===== src/rtl/fbs_pkg.sv =====
// Shared types for the frame buffer scheduler: FSM states, grant encoding
// and the default BRAM word-address width.
package fbs_pkg;

    localparam int unsigned ADDR_WIDTH_DEF = 32;

    typedef enum logic [1:0] {
        S_IDLE,
        S_FILL,
        S_STREAM
    } state_e;

    typedef enum logic [1:0] {
        GNT_NONE,
        GNT_WR,
        GNT_RD
    } grant_e;

endpackage


===== src/rtl/frame_addr_counter.sv =====
// Frame-relative address pointer. It advances on en_i and returns to 0 after
// frame_size_i-1. clr_i takes priority over en_i. wrap_o flags the access
// that wraps the pointer.
module frame_addr_counter #(
    parameter int unsigned AW = 32
) (
    input  logic          clk_i,
    input  logic          resetn_i,
    input  logic          en_i,
    input  logic          clr_i,
    input  logic [AW-1:0] frame_size_i,
    output logic [AW-1:0] addr_o,
    output logic          wrap_o
);

    logic [AW-1:0] addr_q;
    logic [AW-1:0] addr_d;

    assign wrap_o = en_i && (addr_q == frame_size_i - AW'(1));
    assign addr_o = addr_q;

    // next pointer: clear, wrap or increment
    always_comb begin
        addr_d = addr_q;
        if (clr_i) begin
            addr_d = '0;
        end else if (en_i) begin
            addr_d = wrap_o ? '0 : addr_q + AW'(1);
        end
    end

    // pointer register
    always_ff @(posedge clk_i or negedge resetn_i) begin
        if (!resetn_i) begin
            addr_q <= '0;
        end else begin
            addr_q <= addr_d;
        end
    end

endmodule


===== src/rtl/frame_buffer_scheduler.sv =====
// Shares one BRAM port between the camera drain (writes) and the HDMI refill
// (reads). Display reads are held off until a full frame has been written.
// Optional build macro: FBS_RR_ARB_EN selects round-robin arbitration in place
// of fixed write priority.
//
// state    | meaning
// S_IDLE   | no grants; frame size tracks width*depth until both are nonzero
// S_FILL   | first frame being written, no reads
// S_STREAM | writes and reads, write wrap re-latches the geometry
module frame_buffer_scheduler
    import fbs_pkg::*;
#(
    parameter int unsigned ADDR_WIDTH = ADDR_WIDTH_DEF
) (
    input  logic                  clk_i,
    input  logic                  resetn_i,
    input  logic [15:0]           resolution_width_i,
    input  logic [15:0]           resolution_depth_i,
    input  logic                  cam_empty_i,
    input  logic                  hdmi_full_i,
    output logic                  cam_rd_o,
    output logic                  bram_wr_o,
    output logic [ADDR_WIDTH-1:0] addr_wr_o,
    output logic                  bram_rd_o,
    output logic [ADDR_WIDTH-1:0] addr_rd_o,
    output logic                  hdmi_wr_o,
    output logic                  frame_done_o,
    output logic                  page_valid_o
);

    state_e                  state_q, state_d;
    logic [ADDR_WIDTH-1:0]   frame_size_q, frame_size_d;
    logic                    page_valid_q, page_valid_d;
    logic                    frame_done_q, frame_done_d;
    logic                    hdmi_wr_q, hdmi_wr_d;

    logic [ADDR_WIDTH-1:0]   frame_size_new;
    logic                    dims_ok;
    logic                    wr_req, rd_req;
    grant_e                  gnt;
    logic                    wr_wrap;
    logic                    rd_wrap_unused;
    logic                    zero_clr;

    // product is taken modulo 2^ADDR_WIDTH
    assign frame_size_new = ADDR_WIDTH'(resolution_width_i) * ADDR_WIDTH'(resolution_depth_i);
    assign dims_ok        = (|resolution_width_i) && (|resolution_depth_i);

    assign wr_req = !cam_empty_i && ((state_q == S_FILL) || (state_q == S_STREAM));
    assign rd_req = (state_q == S_STREAM) && !hdmi_full_i;

`ifdef FBS_RR_ARB_EN
    // 0: write was granted last, 1: read was granted last
    logic last_grant_q, last_grant_d;

    // remember the most recent grant
    always_comb begin
        last_grant_d = last_grant_q;
        if (gnt == GNT_WR) begin
            last_grant_d = 1'b0;
        end else if (gnt == GNT_RD) begin
            last_grant_d = 1'b1;
        end
    end

    // last-grant register
    always_ff @(posedge clk_i or negedge resetn_i) begin
        if (!resetn_i) begin
            last_grant_q <= 1'b0;
        end else begin
            last_grant_q <= last_grant_d;
        end
    end
`endif

    // single-port arbitration, at most one grant per cycle
    always_comb begin
        gnt = GNT_NONE;
        if (wr_req && rd_req) begin
`ifdef FBS_RR_ARB_EN
            gnt = last_grant_q ? GNT_WR : GNT_RD;
`else
            gnt = GNT_WR;
`endif
        end else if (wr_req) begin
            gnt = GNT_WR;
        end else if (rd_req) begin
            gnt = GNT_RD;
        end
    end

    assign bram_wr_o = (gnt == GNT_WR);
    assign cam_rd_o  = bram_wr_o;
    assign bram_rd_o = (gnt == GNT_RD);

    // state transitions and geometry re-latch at every write wrap
    always_comb begin
        state_d      = state_q;
        frame_size_d = frame_size_q;
        page_valid_d = page_valid_q;
        zero_clr     = 1'b0;
        case (state_q)
            S_IDLE: begin
                frame_size_d = frame_size_new;
                if (dims_ok) begin
                    state_d = S_FILL;
                end
            end
            S_FILL, S_STREAM: begin
                if (wr_wrap) begin
                    frame_size_d = frame_size_new;
                    if (!dims_ok) begin
                        state_d      = S_IDLE;
                        page_valid_d = 1'b0;
                        zero_clr     = 1'b1;
                    end else if (state_q == S_FILL) begin
                        state_d      = S_STREAM;
                        page_valid_d = 1'b1;
                    end
                end
            end
            default: state_d = S_IDLE;
        endcase
    end

    assign frame_done_d = wr_wrap;
    assign hdmi_wr_d    = bram_rd_o;

    // control registers
    always_ff @(posedge clk_i or negedge resetn_i) begin
        if (!resetn_i) begin
            state_q      <= S_IDLE;
            frame_size_q <= '0;
            page_valid_q <= 1'b0;
            frame_done_q <= 1'b0;
            hdmi_wr_q    <= 1'b0;
        end else begin
            state_q      <= state_d;
            frame_size_q <= frame_size_d;
            page_valid_q <= page_valid_d;
            frame_done_q <= frame_done_d;
            hdmi_wr_q    <= hdmi_wr_d;
        end
    end

    assign page_valid_o = page_valid_q;
    assign frame_done_o = frame_done_q;
    assign hdmi_wr_o    = hdmi_wr_q;

    frame_addr_counter #(.AW(ADDR_WIDTH)) u_wr_ptr (
        .clk_i        (clk_i),
        .resetn_i     (resetn_i),
        .en_i         (bram_wr_o),
        .clr_i        (zero_clr),
        .frame_size_i (frame_size_q),
        .addr_o       (addr_wr_o),
        .wrap_o       (wr_wrap)
    );

    // the read pointer restarts with the write pointer on every geometry re-latch
    frame_addr_counter #(.AW(ADDR_WIDTH)) u_rd_ptr (
        .clk_i        (clk_i),
        .resetn_i     (resetn_i),
        .en_i         (bram_rd_o),
        .clr_i        (wr_wrap),
        .frame_size_i (frame_size_q),
        .addr_o       (addr_rd_o),
        .wrap_o       (rd_wrap_unused)
    );

endmodule

===== config.mk =====
export PLATFORM = sky130hd
export DESIGN_NAME = frame_buffer_scheduler
export DESIGN_NICKNAME = d
export VERILOG_FILES = /design/src/rtl/fbs_pkg.sv /design/src/rtl/frame_addr_counter.sv /design/src/rtl/frame_buffer_scheduler.sv
export SDC_FILE = /design/constraint.sdc
export NUM_CORES = 1
export LEC_CHECK = 0
export CAP_MARGIN = 20
export CORE_ASPECT_RATIO = 1.25
export CORE_MARGIN = 2
export CORE_UTILIZATION = 35
export CTS_CLUSTER_DIAMETER = 100
export DETAILED_ROUTE_END_ITERATION = 7
export GPL_ROUTABILITY_DRIVEN = 1
export SETUP_SLACK_MARGIN = 0.4
export SLEW_MARGIN = 20
export SYNTH_ARGS = -nofsm -noshare
export SYNTH_HDL_FRONTEND = slang
export SYNTH_SLANG_ARGS = --single-unit

===== constraint.sdc =====
create_clock -name clk_i -period 3.35 [get_ports clk_i]
set_input_delay 0.67 -clock clk_i [delete_from_list [all_inputs] [get_ports clk_i]]
set_output_delay 0.67 -clock clk_i [all_outputs]
set_load 0.1 [all_outputs]

==> out/metrics.csv, run 1 <==
stage,metric,value,unit
outcome,status,finished with violations,
outcome,violated checks,setup timing,
clocking,CTS tree,done,
clocking,Clock Tree Buf Depth,2,
placed_design,gpl congestion,0.921,
detailed_routing,final antenna-violating net count,0,
timing,period utilisation layout,174,%
detailed_routing,Vias,14200,
synth,syn avg cell area,8.68,um2
detailed_routing,Via density,5.14,
global_routing,met2 Usage GRT,37.7,%
clocking,H-tree levels,3,
synth,dominant synthesized flop cell,dfrtp_1,
placed_design,IO Port Bufs,105,
detailed_routing,DRT iter0 DRCs,761,
clocking,Post-CTS Hold Buffers,0,
setup_path,CP max FO,7,
global_routing,first-pass GRT wire length,76000,um
synth,Syn Inst Count,1789,
detailed_routing,post-DR wirelength/cell,17.1,um
timing,Slew headroom,35.8,%
global_routing,pin count of the biggest net entering global routing,83,
floorplan,Initial Util,35.4,%
flow_run,Max Cap Viol,0,
clocking,"CTS clk-pin slew, worst paths",0.07,ns
floorplan,Die Area,0.0461,mm2
setup_path,RR Startpoint,frame_size_q[0]$_DFFE_PN0P_,
clocking,clock root cell,clkbuf_16,
global_routing,initial antenna violation count,0,
setup_path,Worst setup startpoint,resolution_width_i[12],
power,peak supply drop,1.07,mV
floorplan,die height,239,um
setup_path,crit path capture type,flop,
synth,Post-Syn Area,0.0155,mm2
floorplan,Core ar.,0.0439,mm2
synth,number of synthesized flops with an enable pin,0,
cells_and_area,Antenna Cells,0,
clocking,total CTS buffers,9,
synth,ranking of synthesized cells by area,"fa_1 (25%), dfrtp_1 (16%), ha_1 (8.9%)",
timing,Fmax achieved,0.171,GHz
clocking,Clock Sinks,101,
detailed_routing,Initial DRT Pass Iterations,5,
worst_hold_path,Hold/Removal Path Class,primary input to asynchronous set/reset pin,
global_routing,gr ovfl total,0,
synth,Ys Warns,0,
cells_and_area,Area Overhead vs Synth,40.8,%
synth,post-synth cell types,80,
cells_and_area,Register Area,0.00253,mm2
synth,"area leader, netlist",fa_1,
timing,setup TNS after final layout,-75.46,ns
placed_design,Post-DP HPWL,37000,um
global_routing,vias in the first global route,14600,
timing,final setup fails,100,
detailed_routing,routed wire length,47200,um
timing,hold violation total from the final report,0,
placed_design,Place WS,-3.38,ns
timing,worst hold slack,0.354,ns
power,Leak Pwr,10.3,nW
timing,Worst Max-Slew Pin Slew,0.960,ns
setup_path,critical path class,primary input to flop,
floorplan,Die W,192,um
global_routing,grt met1 use,25.7,%
power,PwrDens,1090,mW/mm2
cells_and_area,FILL cells,4071,
floorplan,IO Count,106,
synth,sequential area share after synthesis,16.3,%
setup_path,crit start category,primary input,
synth,Yosys reg bits,101,
global_routing,routing usage on met3,1.32,%
detailed_routing,Post-route DRC,0,
global_routing,gr usage total,20.7,%
timing,crit path time final,5.84,ns
synth,Syn Nets,2130,
setup_path,"Req. time, crit path",3.61,ns
setup_path,CP arrival,6.10,ns
cells_and_area,share of cells above drive strength 1,34.8,%
timing,count of pins over their slew limit,0,
timing,worst clock skew,0.0114,ns
cells_and_area,final net count,2521,
global_routing,most used routing layer,met2,
timing,Setup WS post-layout,-2.49,ns
timing,RSZ-0062 raised after global routing,yes,
floorplan,Cell Rows,86,
clocking,"Clk Latency, worst-skew pair",0.37,ns
synth,Yosys top cell area share,25.0,%
synth,Async SR Flop Fraction,100,%
cells_and_area,footprint of the multi-input gates,0.0129,mm2
[area by class of cell]
type / instances / area share, %
Multi-Input combinational cell: 1326 / 59.1
Timing Repair Buffer: 472 / 19.9
Clock buffer: 12 / 1.17
Inverter: 270 / 4.67
Sequential cell: 101 / 11.6
Tap cell: 572 / 3.28
Clock inverter: 4 / 0.252
[placed cells by master, fill, tap and decap left out, types with 15 or more instances in the layout]
master	count
buf_4	323
inv_1	237
nand2_1	199
fa_1	181
and2_1	106
dfrtp_1	98
buf_6	87
ha_1	82
xnor2_1	60
xor2_1	46
o21ai_1	36
inv_2	31
nor2_1	31
o21ai_0	27
nand3_1	27
ha_4	27
nor4_1	26
a21oi_1	26
nor2_2	25
and3_1	24
and2_4	22
nor3_1	21
or3_1	20
buf_12	19
a21oi_2	18
a21o_1	18
a31oi_1	17
nand2_2	15
buf_8	15
[layer usage]
metal / part of all wire (%) / wire length, um
met3: 3.2 / 1500
met2: 52 / 24400
met4: 3.0 / 1430
met1: 42 / 19900
met5: 0 / 0
[synthesized netlist by cell type, types with 18 or more instances]
master / number
xor2_1: 48
dfrtp_1: 101
or3_1: 21
xnor2_1: 67
nand2_1: 217
nor4_1: 30
nor2_1: 61
nand3_1: 29
a21oi_1: 49
o21ai_0: 70
a31oi_1: 23
and3_1: 26
clkbuf_1: 67
nor3_1: 37
and2_1: 127
ha_1: 111
fa_1: 194
a21o_1: 18
inv_1: 270
[where the power goes]
| part | leakage (nW) | switching (W) | internal (W) |
|---|---|---|---|
| logic | 8.83 | 0.0101 | 0.0109 |
| registers | 1.29 | 0.000216 | 0.00148 |
| clock network | 0.149 | 0.000499 | 0.000625 |
| total | 10.3 | 0.0108 | 0.0130 |
[worst paths after layout]
path                                              endpoint  cells after the start  slack (ns)
setup reg to reg           u_rd_ptr.addr_o[22]$_DFFE_PN0P_                     17       -0.43
max in group asynchronous     frame_size_q[26]$_DFFE_PN0P_                      2        2.29
hold / removal                      frame_done_o$_DFF_PN0_                      1        0.35
setup / recovery              frame_size_q[29]$_DFFE_PN0P_                     24       -2.49
hold reg to reg                frame_size_q[8]$_DFFE_PN0P_                      2        0.54
min in group clk_i             frame_size_q[8]$_DFFE_PN0P_                      2        0.54
[cells by family after synthesis]
kind of cell / after synthesis / share of synthesized area [%]
compound gates: 255 / 10.9
xor+xnor: 121 / 7.36
fa+ha+maj: 305 / 34.0
buf+inv: 364 / 9.36
flops: 101 / 16.3
mux: 10 / 0.701
simple gates: 633 / 21.5
[what timing repair did]
action                                 4_1_cts  5_1_grt
pin swaps                                  143      109
buffers inserted                            60       15
gates cloned                                11        1
setup endpoints to repair                  100      100
gates resized for setup                    364      130
endpoints found under the hold margin        0        0
[through the flow]
step           power, W  utilization, %  cells  cell area [um2]
2_1_floorplan    0.0124               -   1789            16200
3_3_place_gp     0.0178            44.1   2654            19400
3_5_place_dp     0.0182            44.1   2654            19400
4_1_cts          0.0222            48.1   2741            21100
5_1_grt          0.0260            49.8   2757            21900
6_report         0.0239            49.8   2757            21900
[sequential cells by signal (all words and copies together) (netlist names)]
signal / flops
frame_size_q: 32
state_q: 2
u_rd_ptr.addr_o: 32
frame_done_o: 1
hdmi_wr_o: 1
page_valid_o: 1
u_wr_ptr.addr_o: 32
[critical path, stage by stage]
cell and delay, ns:
buf_6 0.09, buf_12 0.12, and2_4 0.13, fa_1 0.55
inv_2 0.04, fa_1 0.49, inv_2 0.04, fa_1 0.49
fa_1 0.42, fa_1 0.49, inv_1 0.05, fa_1 0.51
inv_2 0.06, ha_4 0.24, and2_4 0.16, a311o_1 0.38
nor3_2 0.17, o211ai_1 0.15, nand2_2 0.14, o311ai_2 0.12
o211ai_1 0.15, buf_4 0.16, xor2_1 0.15, o21ai_1 0.08
(Power assumes the default switching activity.)
==> run 2: changes to the inputs <==
Settings changed: DONT_BUFFER_PORTS set to 1.
==> run 2 against run 1 <==
The run still ends with setup timing left. Critical path type unchanged. Clock-buffer cell count fell by 1. Cell area decreased by 7.7%. Sequential share of layout area up 0.97 points. Largest cell class unchanged. Die area stayed put. Global-route usage shrank 0.20 points.
==> out/metrics.csv, run 2 (same netlist as run 1, synthesis figures left out) <==
stage,metric,value,unit
flow_run,Max Cap Viol,0,
cells_and_area,Area Overhead vs Synth,30.0,%
global_routing,first-pass GRT wire length,75000,um
detailed_routing,routed wire length,46400,um
cells_and_area,final net count,2347,
timing,Setup WS post-layout,-2.10,ns
floorplan,Initial Util,35.4,%
placed_design,Post-DP HPWL,35400,um
floorplan,die height,239,um
detailed_routing,Post-route DRC,0,
placed_design,IO Port Bufs,0,
timing,worst clock skew,0.0125,ns
clocking,Clock Tree Buf Depth,2,
cells_and_area,Final Core Density,46.0,%
global_routing,vias in the first global route,14100,
timing,Worst Max-Slew Pin Slew,1.02,ns
global_routing,gr usage total,20.5,%
power,PwrDens,1120,mW/mm2
detailed_routing,DRT iter0 DRCs,658,
clocking,"Clk Latency, worst-skew pair",0.37,ns
clocking,Clock Sinks,101,
setup_path,CP max FO,17,
timing,count of pins over their slew limit,0,
placed_design,dpl cell area,0.0182,mm2
detailed_routing,Via density,5.17,
setup_path,crit path capture type,flop,
cells_and_area,share of cells above drive strength 1,28.3,%
timing,final setup fails,100,
detailed_routing,post-DR wirelength/cell,18.0,um
setup_path,worst path cell trace,and2_4 -> fa_1 -> inv_1 -> fa_1 -> inv_1 -> fa_1 -> fa_2 -> fa_1 -> inv_2 -> fa_1 -> inv_2 -> ha_4 -> buf_6 -> a311o_1 -> nor3_2 -> o211ai_1 -> nand2_2 -> o311ai_4 -> o211ai_1 -> nand4b_1 -> a22o_1,
floorplan,IO Count,106,
power,Sw Ratio,46.1,%
power,Clock Power Share,5.2,%
timing,crit path time final,5.45,ns
detailed_routing,Initial DRT Pass Iterations,5,
power,total power,0.0226,W
clocking,H-tree levels,3,
cells_and_area,"commonest non-fill, non-tap cell in the layout",inv_1,
setup_path,CP arrival,5.71,ns
placed_design,gpl congestion,0.892,
power,peak supply drop,1.08,mV
floorplan,Die W,192,um
outcome,violated checks,setup timing,
timing,period utilisation layout,163,%
power,Comb power frac,87.3,%
setup_path,"slowest stage cell, crit path",fa_1,
global_routing,initial antenna violation count,0,
clocking,clock root cell,clkbuf_16,
setup_path,Register-to-Register Setup Slack,-0.24,ns
timing,hold violation total from the final report,0,
clocking,"CTS clk-pin slew, worst paths",0.07,ns
power,NetSw,0.0104,W
outcome,status,finished with violations,
power,Internal Power,0.0122,W
global_routing,pin count of the biggest net entering global routing,102,
power,register share of total power,7.5,%
timing,worst hold slack,0.149,ns
cells_and_area,"commonest cells after routing, fill and taps aside","inv_1 (247), buf_4 (230), nand2_1 (207), fa_1 (186), and2_1 (113)",
floorplan,Core ar.,0.0439,mm2
global_routing,gr ovfl total,0,
setup_path,crit start category,primary input,
power,Leak Pwr,9.35,nW
timing,RSZ-0062 raised after global routing,yes,
floorplan,Die Area,0.0461,mm2
setup_path,"Req. time, crit path",3.61,ns
detailed_routing,Vias,13400,
floorplan,Cell Rows,86,
timing,setup TNS after final layout,-50.04,ns
timing,Slew headroom,31.8,%
setup_path,CP max stage delay,0.53,ns
clocking,total CTS buffers,9,
clocking,CTS tree,done,
setup_path,"Top cell by count, worst path",fa_1,
setup_path,critical path class,primary input to flop,
cells_and_area,Finished Cell Area,0.0202,mm2
detailed_routing,final antenna-violating net count,0,
worst_hold_path,Hold/Removal Path Class,primary input to asynchronous set/reset pin,
timing,Fmax achieved,0.183,GHz
[run 2: changes by cell type in the layout (fill, tap and decap cells not counted), moves of 9 or more]
cell,before,now
buf_2,13,0
buf_4,323,230
buf_6,87,43
buf_8,15,4
ha_1,82,91
ha_4,27,18
inv_1,237,247
inv_2,31,22
[run 2: power by group through the flow]
stage / logic [W] / clock network (W) / registers [W]
after global routing: 0.0218 / 0.00124 / 0.00174
after global placement: 0.0158 / 0 / 0.00171
after detailed placement: 0.0161 / 0 / 0.00172
after floorplan: 0.0105 / 0 / 0.00190
final: 0.0197 / 0.00117 / 0.00170
after CTS: 0.0183 / 0.00119 / 0.00170
[run 2: through the flow]
step | instances | worst slack, ns
after floorplan | 1789 | -2.56
after global placement | 2512 | -2.70
after detailed placement | 2512 | -2.71
after CTS | 2573 | -2.17
after global routing | 2583 | -2.30
final | 2584 | -2.10
[run 2: critical path: cells and delay by family]
kind	cells	cell delay, ns
AO/OA/AOI/OAI	5	0.94
adder cells (fa/ha/maj)	7	3.27
buffers and inverters	5	0.29
AND/OR/NAND/NOR	4	0.54
[run 2: worst paths after layout]
path                                              startpoint                              end  cells past startpoint
max in group asynchronous                           resetn_i  u_wr_ptr.addr_o[29]$_DFFE_PN0P_                      1
worst min register to register  frame_size_q[13]$_DFFE_PN0P_     frame_size_q[13]$_DFFE_PN0P_                      2
worst max-delay path                   resolution_width_i[5]     frame_size_q[31]$_DFFE_PN0P_                     21
worst min-delay path                                resetn_i           frame_done_o$_DFF_PN0_                      1
worst max register to register   frame_size_q[1]$_DFFE_PN0P_  u_rd_ptr.addr_o[10]$_DFFE_PN0P_                     16
min in group clk_i                     resolution_depth_i[0]      frame_size_q[0]$_DFFE_PN0P_                      2
[run 2: timing repair]
| item | CTS | global route |
|---|---|---|
| cloned | 7 | 2 |
| endpoints found under the hold margin | 101 | 46 |
| resized for setup | 161 | 101 |
| setup buffers | 38 | 6 |
| setup endpoints to repair | 100 | 100 |
| pin swaps | 106 | 45 |
[run 2: area by class of cell]
type | count | area, um2
antenna | 1 | 2.50
clock buffer | 11 | 233
clock inverter | 5 | 83.8
fill | 4226 | 23700
inverter | 270 | 1020
multi-input combinational | 1327 | 12900
sequential | 101 | 2530
tap | 572 | 716
timing repair buffer | 297 | 2730
[run 2: routing by layer]
layer  GRT usage, %  routed length, um
met5              0                  0
met3           2.92               2640
met1           26.3              19900
met4           6.43               1390
met2           35.5              22500
